File: src/rtl/pi_regs_pkg.sv
// pi_regs_pkg: Pi register map, ADDR_HI field positions and the bus command record.
package pi_regs_pkg;
  localparam logic [1:0] REG_DATA = 2'd0;
  localparam logic [1:0] REG_ADDR_LO = 2'd1;
  localparam logic [1:0] REG_ADDR_HI = 2'd2;
  localparam logic [1:0] REG_STATUS = 2'd3;
  localparam int HI_SIZE = 8;
  localparam int HI_RW = 9;
  localparam int HI_FC_LSB = 13;
  localparam int HI_FC_MSB = 15;
  typedef struct packed {
    logic [23:0] addr;
    logic [15:0] data;
    logic        rw;
    logic        uds_n;
    logic        lds_n;
    logic [2:0]  fc;
  } cmd_t;
  localparam cmd_t CMD_IDLE = '{addr: 24'h0, data: 16'h0, rw: 1'b1, uds_n: 1'b1, lds_n: 1'b1, fc: 3'b111};
endpackage

File: src/rtl/pi_cmd_fifo.sv
// pi_cmd_fifo: show-ahead FIFO; a push while full is taken only together with a pop.
module pi_cmd_fifo #(
  parameter int W = 1,
  parameter int DEPTH = 4
) (
  input  logic                     clk,
  input  logic                     rst,
  input  logic                     push,
  input  logic                     pop,
  input  logic [W-1:0]             din,
  output logic [W-1:0]             dout,
  output logic [$clog2(DEPTH):0]   count
);
  localparam int AW = $clog2(DEPTH);
  logic [W-1:0] mem [DEPTH];
  logic [AW-1:0] wp, rp;
  logic do_push, do_pop;
  assign do_pop = pop && count != '0;
  assign do_push = push && (count != (AW+1)'(DEPTH) || do_pop);
  assign dout = mem[rp];
  always_ff @(posedge clk or posedge rst)
    if (rst) begin
      wp <= '0;
      rp <= '0;
      count <= '0;
    end else begin
      if (do_push) wp <= wp + AW'(1);
      if (do_pop) rp <= rp + AW'(1);
      count <= count + (AW+1)'(do_push) - (AW+1)'(do_pop);
    end
  always_ff @(posedge clk)
    if (do_push) mem[wp] <= din;
endmodule

File: src/rtl/pi_txn_queue.sv
// pi_txn_queue: Pi register-write decode into queued 68k bus commands; PI_WRITE_POSTING_EN lets writes retire on enqueue.
module pi_txn_queue
  import pi_regs_pkg::*;
#(
  parameter int DEPTH = 4
) (
  input  logic        PI_CLK,
  input  logic        PI_RST,
  input  logic [1:0]  PI_A,
  input  logic        PI_RD,
  input  logic        PI_WR,
  input  logic [15:0] PI_D_IN,
  output logic [15:0] PI_D_OUT,
  output logic        PI_D_OE,
  output logic        TXN_IN_PROGRESS,
  output logic        CMD_VALID,
  input  logic        CMD_READY,
  output logic [23:0] CMD_ADDR,
  output logic [15:0] CMD_DATA,
  output logic        CMD_RW,
  output logic        CMD_UDS_n,
  output logic        CMD_LDS_n,
  output logic [2:0]  CMD_FC,
  input  logic        RSP_VALID,
  input  logic [15:0] RSP_DATA,
  input  logic        RSP_BERR,
  output logic        BERR_SEEN,
  output logic        OVERFLOW
);
  localparam int AW = $clog2(DEPTH);
  logic [1:0] rd_s, wr_s;
  logic rd_q, wr_q, rd_edge, wr_edge;
  logic enq, enq_ok, xfer, dec, clr, cmd_full, addr_phase, sh_rw, busy;
  logic [15:0] data_reg, addr_lo;
  logic [AW:0] cmd_cnt, sh_cnt, ost;
  logic [0:0] sh_head;
  cmd_t new_cmd, head, cmd_out;
  always_ff @(posedge PI_CLK or posedge PI_RST)
    if (PI_RST) begin
      rd_s <= '0;
      wr_s <= '0;
      rd_q <= 1'b0;
      wr_q <= 1'b0;
    end else begin
      rd_s <= {rd_s[0], PI_RD};
      wr_s <= {wr_s[0], PI_WR};
      rd_q <= rd_s[1];
      wr_q <= wr_s[1];
    end
  assign rd_edge = rd_s[1] && !rd_q;
  assign wr_edge = wr_s[1] && !wr_q;
  assign enq = wr_edge && PI_A == REG_ADDR_HI;
  assign clr = rd_edge && PI_A == REG_STATUS;
  assign cmd_full = cmd_cnt == (AW+1)'(DEPTH);
  assign CMD_VALID = cmd_cnt != '0;
  assign xfer = CMD_VALID && CMD_READY;
  assign enq_ok = enq && (!cmd_full || xfer);
  assign dec = RSP_VALID && ost != '0;
  assign sh_rw = sh_cnt != '0 && sh_head[0];
  // Byte accesses steer the strobe from addr[0]; word accesses drive both and leave addr[0] as written.
  assign new_cmd = '{addr: {PI_D_IN[7:0], addr_lo}, data: data_reg, rw: PI_D_IN[HI_RW],
                     uds_n: PI_D_IN[HI_SIZE] && addr_lo[0], lds_n: PI_D_IN[HI_SIZE] && !addr_lo[0],
                     fc: PI_D_IN[HI_FC_MSB:HI_FC_LSB]};
  pi_cmd_fifo #(.W($bits(cmd_t)), .DEPTH(DEPTH)) u_cmd_q (
    .clk(PI_CLK), .rst(PI_RST), .push(enq), .pop(xfer), .din(new_cmd), .dout(head), .count(cmd_cnt)
  );
  pi_cmd_fifo #(.W(1), .DEPTH(DEPTH)) u_rw_q (
    .clk(PI_CLK), .rst(PI_RST), .push(xfer), .pop(dec), .din(head.rw), .dout(sh_head), .count(sh_cnt)
  );
  assign cmd_out = CMD_VALID ? head : CMD_IDLE;
  assign CMD_ADDR = cmd_out.addr;
  assign CMD_DATA = cmd_out.data;
  assign CMD_RW = cmd_out.rw;
  assign CMD_UDS_n = cmd_out.uds_n;
  assign CMD_LDS_n = cmd_out.lds_n;
  assign CMD_FC = cmd_out.fc;
  assign PI_D_OE = PI_RD && PI_A == REG_DATA;
`ifdef PI_WRITE_POSTING_EN
  logic [AW+1:0] rd_pend;
  always_ff @(posedge PI_CLK or posedge PI_RST)
    if (PI_RST) rd_pend <= '0;
    else rd_pend <= rd_pend + (AW+2)'(enq_ok && new_cmd.rw) - (AW+2)'(dec && sh_rw);
  assign busy = addr_phase || cmd_full || rd_pend != '0;
`else
  logic unused_enq_ok;
  assign unused_enq_ok = enq_ok;
  assign busy = addr_phase || CMD_VALID || ost != '0;
`endif
  always_ff @(posedge PI_CLK or posedge PI_RST)
    if (PI_RST) begin
      data_reg <= '0;
      addr_lo <= '0;
      addr_phase <= 1'b0;
      PI_D_OUT <= '0;
      ost <= '0;
      BERR_SEEN <= 1'b0;
      OVERFLOW <= 1'b0;
      TXN_IN_PROGRESS <= 1'b0;
    end else begin
      if (wr_edge && PI_A == REG_DATA) data_reg <= PI_D_IN;
      if (wr_edge && PI_A == REG_ADDR_LO) addr_lo <= PI_D_IN;
      addr_phase <= (wr_edge && PI_A == REG_ADDR_LO) || (addr_phase && !enq);
      if (dec && sh_rw) PI_D_OUT <= RSP_DATA;
      ost <= ost + (AW+1)'(xfer) - (AW+1)'(dec);
      BERR_SEEN <= (dec && RSP_BERR) || (BERR_SEEN && !clr);
      OVERFLOW <= (enq && cmd_full && !xfer) || (OVERFLOW && !clr);
      TXN_IN_PROGRESS <= busy;
    end
endmodule

File: config.mk
export PLATFORM = sky130hd
export DESIGN_NAME = pi_txn_queue
export DESIGN_NICKNAME = d
export VERILOG_FILES = /design/src/rtl/pi_regs_pkg.sv /design/src/rtl/pi_cmd_fifo.sv /design/src/rtl/pi_txn_queue.sv
export SDC_FILE = /design/constraint.sdc
export NUM_CORES = 1
export LEC_CHECK = 0
export CORE_AREA = 5 5 157 159
export CTS_BUF_LIST = sky130_fd_sc_hd__clkbuf_8
export DETAILED_ROUTE_END_ITERATION = 8
export DIE_AREA = 0 0 162 164
export DONT_BUFFER_PORTS = 1
export HOLD_SLACK_MARGIN = 0.06
export PLACE_DENSITY_LB_ADDON = 0.3
export REMOVE_ABC_BUFFERS = 1
export SYNTH_ARGS = -nofsm -noshare
export SYNTH_HDL_FRONTEND = slang
export SYNTH_SLANG_ARGS = --single-unit
File: constraint.sdc
create_clock -name PI_CLK -period 6.3 [get_ports PI_CLK]
set_input_delay 1.26 -clock PI_CLK [delete_from_list [all_inputs] [get_ports PI_CLK]]
set_output_delay 1.26 -clock PI_CLK [all_outputs]
set_load 0.02 [all_outputs]
==> impl_metrics.toml, run 1 <==
[run_status]
status = "finished clean"

[die]
core_mm2 = 0.0231
io_pins = 108
rows = 56
die_h_um = 164
die_w_um = 162
dieArea_mm2 = 0.0266
start_util_pct = 44.4

[power]
p_per_area_mw_per_mm2 = 451
power_leakage_nw = 4.11
max-vdd-ir-drop_mv = 0.268
total_power_mw = 5.16

[routing]
wl_mm = 18.6
vias_per_cell = 5.29
routedWlPerCell_um = 21.4
antenna_left = 0
drc = 0
first_pass_iters = 4
drtIter0Drc = 279
via_count = 4578

[clock_tree]
cts_resized = 0
path_clk_slew_ns = 0.06
cts.sinks = 263
numCtsBuffers = 43
post_cts_buffers = 0
cts_max_level = 2
clk_latency_ns = 0.52
cts-root-buf = "clkbuf_8"
clock_path_buffers = 3
cts_hold_buffers = 0
cts_tree = "yes"

[critical_path]
crit_path_cell_trace = "mux4_2 -> or2_1"
crit_buf_inv = 0
required_ns = 5.04
cp_slowest_cell = "dfrtp_4"
cp-end-kind = "output port"
critPathKind = "flip-flop to output port"
cp-start-kind = "flip-flop"
crit_arrival_ns = 2.63
path_delay_family = "flip-flops"
crit_fanout = 48
slowest_delay_ns = 1.10

[global_route]
antenna_found_initial = 0
grt_pass1_wl_mm = 29.5
grt_pass1_vias = 5232
grt_overflow = 0
grt_max_degree = 53
grt_use_total_pct = 14.5

[cells_and_area]
multi_input_area_mm2 = 0.00258
diodes = 0
final_nets = 597
syn_to_final_growth_pct = 11.5
final_cell_mix = "edfxtp_1 (188), dfrtp_1 (73), clkbuf_8 (49)"
drive_above_1_share_pct = 30.9
largest-register = "u_cmd_q.mem"
fill_cells = 1903
largest_reg_flops = 184
final_common_cell = "edfxtp_1"
seq_area_mm2 = 0.00753

[logic_synthesis]
seq_area_frac_synth_pct = 73.3
syn_inst = 504
synth.distinct_cells = 40
netlist_area_mm2 = 0.0103
yosys_warnings = 0
synth_area_per_cell_um2 = 20.4
ys_ff_latch = 263

[hold_path]
hp-class = "flip-flop to flip-flop"

[sta]
worstMarginPinSlew_ns = 1.02
fmax_ghz = 0.257
rsz0062_at_grt = "false"
tns_ns = 0
slew_viol_final = 0
slew_headroom_pct = 32.2
fin_crit_sh_pct = 61.8
timing.final.crit_period_ns = 3.89
finalHoldViolations = 0
finalSetupViolCount = 0
skew_ns = 0.0160

[place]
io_buffers = 0
gp_congestion = 0.700
hpwl_mm = 11.0

[job]
max_cap_viol_count = 0
## worst register-to-register path: stages (launching register included)
cell and delay (ns):
dfrtp_1 0.37, nand4bb_1 0.24, nor2_2 0.32, and2_2 0.59
buf_4 0.51
## cells in the mapped netlist, drive strengths merged
master / number / share of area [%]
edfxtp: 188 / 55
dfrtp: 75 / 18
nor4: 1 / 0.061
nor3b: 2 / 0.26
clkbuf: 7 / 0.26
nor4b: 1 / 0.15
or2: 6 / 0.37
nand4b: 1 / 0.085
buf: 10 / 0.73
nand3: 3 / 0.27
nor2: 3 / 0.13
mux4: 47 / 10
o31a: 1 / 0.17
ha: 12 / 1.5
o31ai: 2 / 0.20
a22o: 2 / 0.17
xnor2: 12 / 1.0
o21ai: 1 / 0.049
nand4bb: 1 / 0.11
nand2: 4 / 0.15
fa: 3 / 0.59
a21o: 1 / 0.073
inv: 15 / 0.55
nand2b: 1 / 0.061
mux2: 50 / 5.9
xor2: 1 / 0.085
nor2b: 1 / 0.061
a31oi: 1 / 0.12
nor3: 2 / 0.26
or3: 1 / 0.073
and2: 49 / 3.0
## final timing paths
kind                               startpoint            endpoint  slack (ns)  cells after the start
worst max-delay path            u_cmd_q.rp[0]              CMD_RW        2.41                      2
worst min register to register        wr_s[0]             wr_s[1]        0.35                      0
max in group asynchronous              PI_RST       u_cmd_q.rp[0]        4.53                      2
worst max register to register           wr_q  u_cmd_q.mem[0][27]        3.90                      4
worst min-delay path                  wr_s[0]             wr_s[1]        0.35                      0
min in group asynchronous              PI_RST          addr_lo[8]        0.65                      1
## metrics by stage
stage               setup slack, ns  util (%)  hold slack (ns)  std cells  area, µm²
floorplan                      2.12         -            0.331        487      10200
global placement               2.85      45.8            0.334        786      10600
detailed placement             2.84      45.8            0.336        786      10600
CTS                            2.27      49.4            0.344        866      11400
global route                   2.16      49.4            0.356        866      11400
finish                         2.41      49.4            0.349        866      11400
## kinds of logic after synthesis
logic type	Yosys count	share of synthesized area, %
flip-flops	263	73.3
AO/OA/AOI/OAI	8	0.781
XOR/XNOR	13	1.11
AND/OR/NAND/NOR	76	5.01
buffers and inverters	32	1.54
multiplexers	97	16.2
adder cells (fa/ha/maj)	15	2.05
## layer usage
| layer | global-route usage [%] | part of all wire, % | wire [µm] |
|---|---|---|---|
| met1 | 17.7 | 41 | 7600 |
| met2 | 24.6 | 50 | 9270 |
| met3 | 5.50 | 7.9 | 1460 |
| met4 | 3.77 | 1.3 | 234 |
| met5 | 0 | 0 | 0 |
## where the power goes
group	total, mW	internal (mW)	switching [mW]
Clock	1.39	0.756	0.634
Sequential	2.48	2.13	0.352
Combinational	1.29	0.607	0.686
## area by class of cell
type	instances	share of cell area [%]
clock buffers	49	5.90
multi-input cells	209	22.6
flip-flops and latches	263	65.8
well taps	290	3.17
clock inverters	31	1.40
repair buffers	9	0.591
inverters	15	0.503
Note: power is estimated with default switching activity, not from simulation.
==> run 2, diff against run 1 <==
--- a/config.mk
+++ b/config.mk
@@ -5,10 +5,11 @@
 export SDC_FILE = /design/constraint.sdc
 export NUM_CORES = 1
 export LEC_CHECK = 0
-export CORE_AREA = 5 5 157 159
+export ABC_AREA = 1
+export CORE_AREA = 5 5 159 161
 export CTS_BUF_LIST = sky130_fd_sc_hd__clkbuf_8
 export DETAILED_ROUTE_END_ITERATION = 8
-export DIE_AREA = 0 0 162 164
+export DIE_AREA = 0 0 164 166
 export DONT_BUFFER_PORTS = 1
 export HOLD_SLACK_MARGIN = 0.06
 export PLACE_DENSITY_LB_ADDON = 0.3
==> constraint.sdc (replaced) <==
create_clock -name PI_CLK -period 3.5 [get_ports PI_CLK]
set_input_delay 0.7 -clock PI_CLK [delete_from_list [all_inputs] [get_ports PI_CLK]]
set_output_delay 0.7 -clock PI_CLK [all_outputs]
set_load 0.02 [all_outputs]
==> run 2 against run 1 <==
- final area is 4.6% higher
- sequential share of layout area decreased by 2.9 points
- area after synthesis rose by 2.1%
- critical path depth rose by 3
- clock skew grew 0.00059 ns
- sequential power grew 69%
- combinational power rose to 2.8 times the previous value
- flip-flop and latch count unchanged
- clock power up 78%
- via count up 40%
- routed wire length grew 16%
- final cell count rose by 53%
- critical endpoint is now CMD_DATA[15]
- largest cell class unchanged
==> impl_metrics.toml, run 2 <==
[run_status]
status = "finished clean"

[die]
rows = 57
start_util_pct = 44.0
die_h_um = 166
core_mm2 = 0.0238
io_pins = 108
die_w_um = 164
dieArea_mm2 = 0.0272

[global_route]
use_met2_pct = 26.8
grt_pass1_vias = 6483
grt_pass1_wl_mm = 34.6
grt_busiest_layer = "met2"
grt_overflow = 0
grt_max_degree = 50
grt_use_met3_pct = 4.22
grt_use_total_pct = 16.0
use_met1_pct = 20.5
antenna_found_initial = 0

[routing]
antenna_left = 0
drc = 0
wl_mm = 21.5
drtIter0Drc = 415
first_pass_iters = 4
routedWlPerCell_um = 16.2
via_count = 6393
vias_per_cell = 4.84

[logic_synthesis]
synth_edf_count = 188
seq_area_frac_synth_pct = 71.8
synth_top_family_by_area = "simple AND/OR/NAND/NOR gates"
ys_ff_latch = 263
yosys.area.top_type = "edfxtp_1"
synth_common_cells = "edfxtp_1 (188), nor2_1 (184), nand2_1 (125), o21ai_0 (124), dfrtp_1 (75)"
netlist.area_leader.share_pct = 53.9
synth_adder_area_share_pct = 2.01
syn_inst = 905
ys.flop_type = "edfxtp_1"
netlist_area_mm2 = 0.0105
synth_area_per_cell_um2 = 11.6
synth.mux.area_fraction_pct = 0
yosys_warnings = 0
synth.distinct_cells = 25
synth-simple-area-share_pct = 12.8
synth.most_common_cell = "edfxtp_1"
ys_top_cells_by_area = "edfxtp_1 (54%), dfrtp_1 (18%), nor2_1 (6.6%), o21ai_0 (5.9%), nand2_1 (4.5%)"
synth_xor_area_share_pct = 0.585
synthArstFlopShare_pct = 28.5
synth_compound_area_share_pct = 8.31

[critical_path]
cp-end-kind = "output port"
rrSetupSlack_ns = 1.14
rr_startpoint = "u_cmd_q.count[1]"
r2r_end = "ost[2]"
cp-start-kind = "flip-flop"
crit_arrival_ns = 2.44
critPathKind = "flip-flop to output port"
required_ns = 2.80
crit_fanout = 34
r2r_cells = 10

[power]
total_power_mw = 10.3
clkPwrFrac_pct = 24.0
power_switching_mw = 3.87
power_leakage_nw = 4.81
power.share.combinational_pct = 35.0
swShare_pct = 37.8
seqPwrFrac_pct = 41.0
max-vdd-ir-drop_mv = 0.396
p_per_area_mw_per_mm2 = 858
power.internal_mw = 6.39

[place]
gp_congestion = 0.734
io_buffers = 0
pre_cts_ws_ns = 0.888
dp_cells = 1244
hpwl_mm = 12.5

[hold_path]
hp-class = "primary input to asynchronous set/reset pin"

[sta]
rsz0062_at_grt = "false"
worstMarginPinSlew_ns = 1.15
fin_ws_ns = 0.356
timing.final.crit_period_ns = 3.14
fmax_ghz = 0.318
slew_headroom_pct = 23.2
slew_viol_final = 0
finalSetupViolCount = 0
finalHoldViolations = 0
skew_ns = 0.0165
fin_crit_sh_pct = 89.8

[job]
max_cap_viol_count = 0

[cells_and_area]
final_common_cell = "edfxtp_1"
largest-register = "u_cmd_q.mem"
drive_above_1_share_pct = 12.8
syn_to_final_growth_pct = 14.1
diodes = 0
utilization_pct = 50.2
largest_reg_flops = 184
final_nets = 1020
instances_no_fill = 1321
final_cell_mix = "edfxtp_1 (188), nor2_1 (180), nand2_1 (125)"

[clock_tree]
cts_tree = "yes"
cts_max_level = 2
cts_hold_buffers = 0
clk_latency_ns = 0.53
clock_path_buffers = 3
cts-root-buf = "clkbuf_8"
cts_resized = 0
numCtsBuffers = 42
post_cts_buffers = 0
cts.sinks = 263
path_clk_slew_ns = 0.06
## run 2: changes by cell type after synthesis, moves of 22 or more
cell,change
nor2_1,+182
o21ai_0,+123
nand2_1,+121
a21oi_1,+50
and2_1,-49
mux4_2,-47
inv_1,+45
mux2_2,-37
nand3_1,+22
## run 2: cell type report
cell class / instances / area, µm²
Clock inverter: 29 / 151
Tap cell: 324 / 405
Fill cell: 2125 / 11900
Sequential cell: 263 / 7530
Multi-Input combinational cell: 537 / 2520
Inverter: 61 / 230
Timing Repair Buffer: 59 / 455
Clock buffer: 48 / 661
## run 2: worst max-delay path, cell delays in order, from the launching register on
cell and delay, ns:
dfrtp_4 0.64, inv_2 0.27, buf_4 0.36, o21ai_0 0.14, a21oi_1 0.29, buf_4 0.20
## run 2: power groups by stage
stage / combinational (mW) / clock, mW / sequential, mW
after floorplan: 2.17 / 0 / 4.28
after global placement: 3.61 / 0 / 4.26
after detailed placement: 3.67 / 0 / 4.27
after CTS: 3.68 / 2.54 / 4.21
after global routing: 4.03 / 2.69 / 4.26
final: 3.59 / 2.47 / 4.20
## run 2: how the worst max path moves through the flow
stage                  startpoint      endpoint  slack [ns]  cells after the start
detailed placement  u_cmd_q.rp[0]  CMD_DATA[15]        0.89                      5
floorplan           u_cmd_q.rp[0]        CMD_RW       -0.40                      5
global placement    u_cmd_q.rp[0]  CMD_DATA[15]        0.91                      5
global route        u_cmd_q.rp[0]  CMD_DATA[15]        0.20                      5
finish              u_cmd_q.rp[0]  CMD_DATA[15]        0.36                      5
CTS                 u_cmd_q.rp[0]  CMD_DATA[15]        0.30                      5
## run 2: metal layers
metal  vias to the layer above  share of wire [%]
li1                       3174                  -
met1                      3052                 41
met2                       140                 51
met3                        27                6.0
met4                         0                1.7
met5                         -                  0
## run 2: stage by stage
| step | TNS [ns] | hold slack (ns) | area (µm²) |
|---|---|---|---|
| 3_3_place_gp | 0 | 0.332 | 11100 |
| 6_report | 0 | 0.196 | 12000 |
| 3_5_place_dp | 0 | 0.340 | 11100 |
| 2_1_floorplan | -12.23 | 0.331 | 10200 |
| 5_1_grt | 0 | 0.143 | 12000 |
| 4_1_cts | 0 | 0.160 | 12000 |
## run 2: kinds of logic after synthesis
| group | count (synthesis) |
|---|---|
| adder cells (fa/ha/maj) | 15 |
| buffers and inverters | 105 |
| AND/OR/NAND/NOR | 341 |
| flip-flops | 263 |
| AO/OA/AOI/OAI | 174 |
| XOR/XNOR | 7 |
==> run 3, diff against run 2 <==
--- a/config.mk
+++ b/config.mk
@@ -5,11 +5,11 @@
 export SDC_FILE = /design/constraint.sdc
 export NUM_CORES = 1
 export LEC_CHECK = 0
-export ABC_AREA = 1
-export CORE_AREA = 5 5 159 161
+export ABC_AREA = 0
+export CORE_AREA = 5 5 157 159
 export CTS_BUF_LIST = sky130_fd_sc_hd__clkbuf_8
 export DETAILED_ROUTE_END_ITERATION = 8
-export DIE_AREA = 0 0 164 166
+export DIE_AREA = 0 0 162 164
 export DONT_BUFFER_PORTS = 1
 export HOLD_SLACK_MARGIN = 0.06
 export PLACE_DENSITY_LB_ADDON = 0.3
==> run 3 against run 2 <==
- global-route usage is 1.2 points lower
- first-iteration DRC count fell by 40%
- clock-buffer cell count up 4
- combinational power decreased by 32%
- register-to-register slack got worse by 0.02 ns
- power shrank 9.4%
- core utilization down 0.53 points
- critical endpoint is now CMD_FC[2]
- largest power group unchanged
==> impl_metrics.toml, run 3 (synthesized netlist as in run 1, its figures left out) <==
[run_status]
status = "finished clean"

[routing]
antenna_left = 0
drtIter0Drc = 250
wl_mm = 18.9
routedWlPerCell_um = 21.8
first_pass_iters = 4
via_count = 4639
drc = 0
vias_per_cell = 5.33

[place]
dpl_cell_area_mm2 = 0.0107
io_buffers = 0
hpwl_mm = 11.6
gp_congestion = 0.690
pre_cts_ws_ns = 0.773

[cells_and_area]
largest-register = "u_cmd_q.mem"
utilization_pct = 49.6
fill_cells = 1893
final_common_cell = "edfxtp_1"
diodes = 0
largest_reg_flops = 184
drive_above_1_share_pct = 30.9
syn_to_final_growth_pct = 11.9
final_nets = 602
finalInstanceArea_mm2 = 0.0115
final_cell_mix = "edfxtp_1 (188), dfrtp_1 (73), clkbuf_8 (52)"

[power]
power.internal_mw = 6.30
power.share.combinational_pct = 26.3
max-vdd-ir-drop_mv = 0.380
power_leakage_nw = 4.16
p_per_area_mw_per_mm2 = 810
power_switching_mw = 3.00
seqPwrFrac_pct = 47.3
swShare_pct = 32.2
clkPwrFrac_pct = 26.4

[critical_path]
crit_path_cell_trace = "buf_12 -> mux4_2 -> or2_1"
rrSetupSlack_ns = 1.12
r2r_end = "u_cmd_q.count[2]"
cp.depth = 3
cp_slowest_cell = "dfrtp_4"
cp-end-kind = "output port"
slowest_delay_ns = 0.71
crit_arrival_ns = 2.40
cp-start-kind = "flip-flop"
crit_buf_inv = 1
rr_startpoint = "u_cmd_q.count[1]"
required_ns = 2.80
crit_fanout = 28
critPathKind = "flip-flop to output port"
r2r_cells = 9
path_delay_family = "flip-flops"

[clock_tree]
post_cts_buffers = 0
cts_resized = 0
cts_hold_buffers = 0
clk_latency_ns = 0.52
clock_path_buffers = 3
cts.sinks = 263
path_clk_slew_ns = 0.07
cts-root-buf = "clkbuf_8"
cts_tree = "yes"
numCtsBuffers = 43
cts_max_level = 2

[sta]
tns_ns = 0
worstMarginPinSlew_ns = 0.798
skew_ns = 0.0185
fin_crit_sh_pct = 88.7
slew_viol_final = 0
finalSetupViolCount = 0
fmax_ghz = 0.322
slew_headroom_pct = 46.7
whs_ns = 0.198
finalHoldViolations = 0
rsz0062_at_grt = "false"
timing.final.crit_period_ns = 3.10
fin_ws_ns = 0.397

[die]
dieArea_mm2 = 0.0266
start_util_pct = 44.4
core_mm2 = 0.0231
io_pins = 108
rows = 56
die_h_um = 164
die_w_um = 162

[global_route]
grt_max_degree = 47
grt_overflow = 0
grt_use_total_pct = 14.8
grt_pass1_wl_mm = 30.1
grt_pass1_vias = 5203
antenna_found_initial = 0

[hold_path]
hp-class = "primary input to asynchronous set/reset pin"

[job]
max_cap_viol_count = 0
## run 3: how the worst max path moves through the flow
stage / from / to / slack [ns]
2_1_floorplan: u_cmd_q.rp[0] / CMD_RW / -0.12
3_3_place_gp: PI_A[0] / u_cmd_q.mem[3][38] / 0.86
3_5_place_dp: PI_A[0] / u_cmd_q.mem[3][12] / 0.77
4_1_cts: u_cmd_q.rp[0] / CMD_FC[2] / 0.29
5_1_grt: u_cmd_q.rp[0] / CMD_FC[2] / 0.21
6_report: u_cmd_q.rp[0] / CMD_FC[2] / 0.40
## run 3: worst register-to-register path, delay by kind of cell (launching register included)
family	cells	cell delay [ns]
adders and majority gates	3	0.78
AOI/OAI and AO/OA	1	0.51
DFF	1	0.48
xor gates and xnor gates	2	0.33
buffers and inverters	3	0.20
## run 3: layout make-up
type | count | area (µm²) | area share (%)
Clock buffer | 52 | 716 | 6.23
Multi-Input combinational cell | 209 | 2580 | 22.5
Inverter | 15 | 57.6 | 0.501
Clock inverter | 27 | 104 | 0.905
Sequential cell | 263 | 7530 | 65.6
Tap cell | 290 | 363 | 3.16
Timing Repair Buffer | 14 | 130 | 1.13
## run 3: stage by stage
stage          total power [mW]  instances
2_1_floorplan              6.38        487
3_3_place_gp               6.88        791
3_5_place_dp               6.99        791
4_1_cts                    9.47        870
5_1_grt                    9.85        870
6_report                   9.30        870
## run 3: power groups by stage
stage               clock, mW  combinational (mW)  sequential [mW]
floorplan                   0                1.97             4.42
global placement            0                2.46             4.43
detailed placement          0                2.53             4.46
CTS                      2.53                2.53             4.41
global route             2.70                2.68             4.47
finish                   2.46                2.45             4.39
## run 3: routing by layer
layer | wire, µm | track usage (%) | share of wire (%) | vias up
li1 | - | - | - | 2030
met5 | 0 | 0 | 0 | -
met1 | 8060 | 19.4 | 43 | 2437
met4 | 314 | 4.11 | 1.7 | 0
met3 | 1460 | 4.94 | 7.7 | 27
met2 | 9100 | 24.0 | 48 | 145
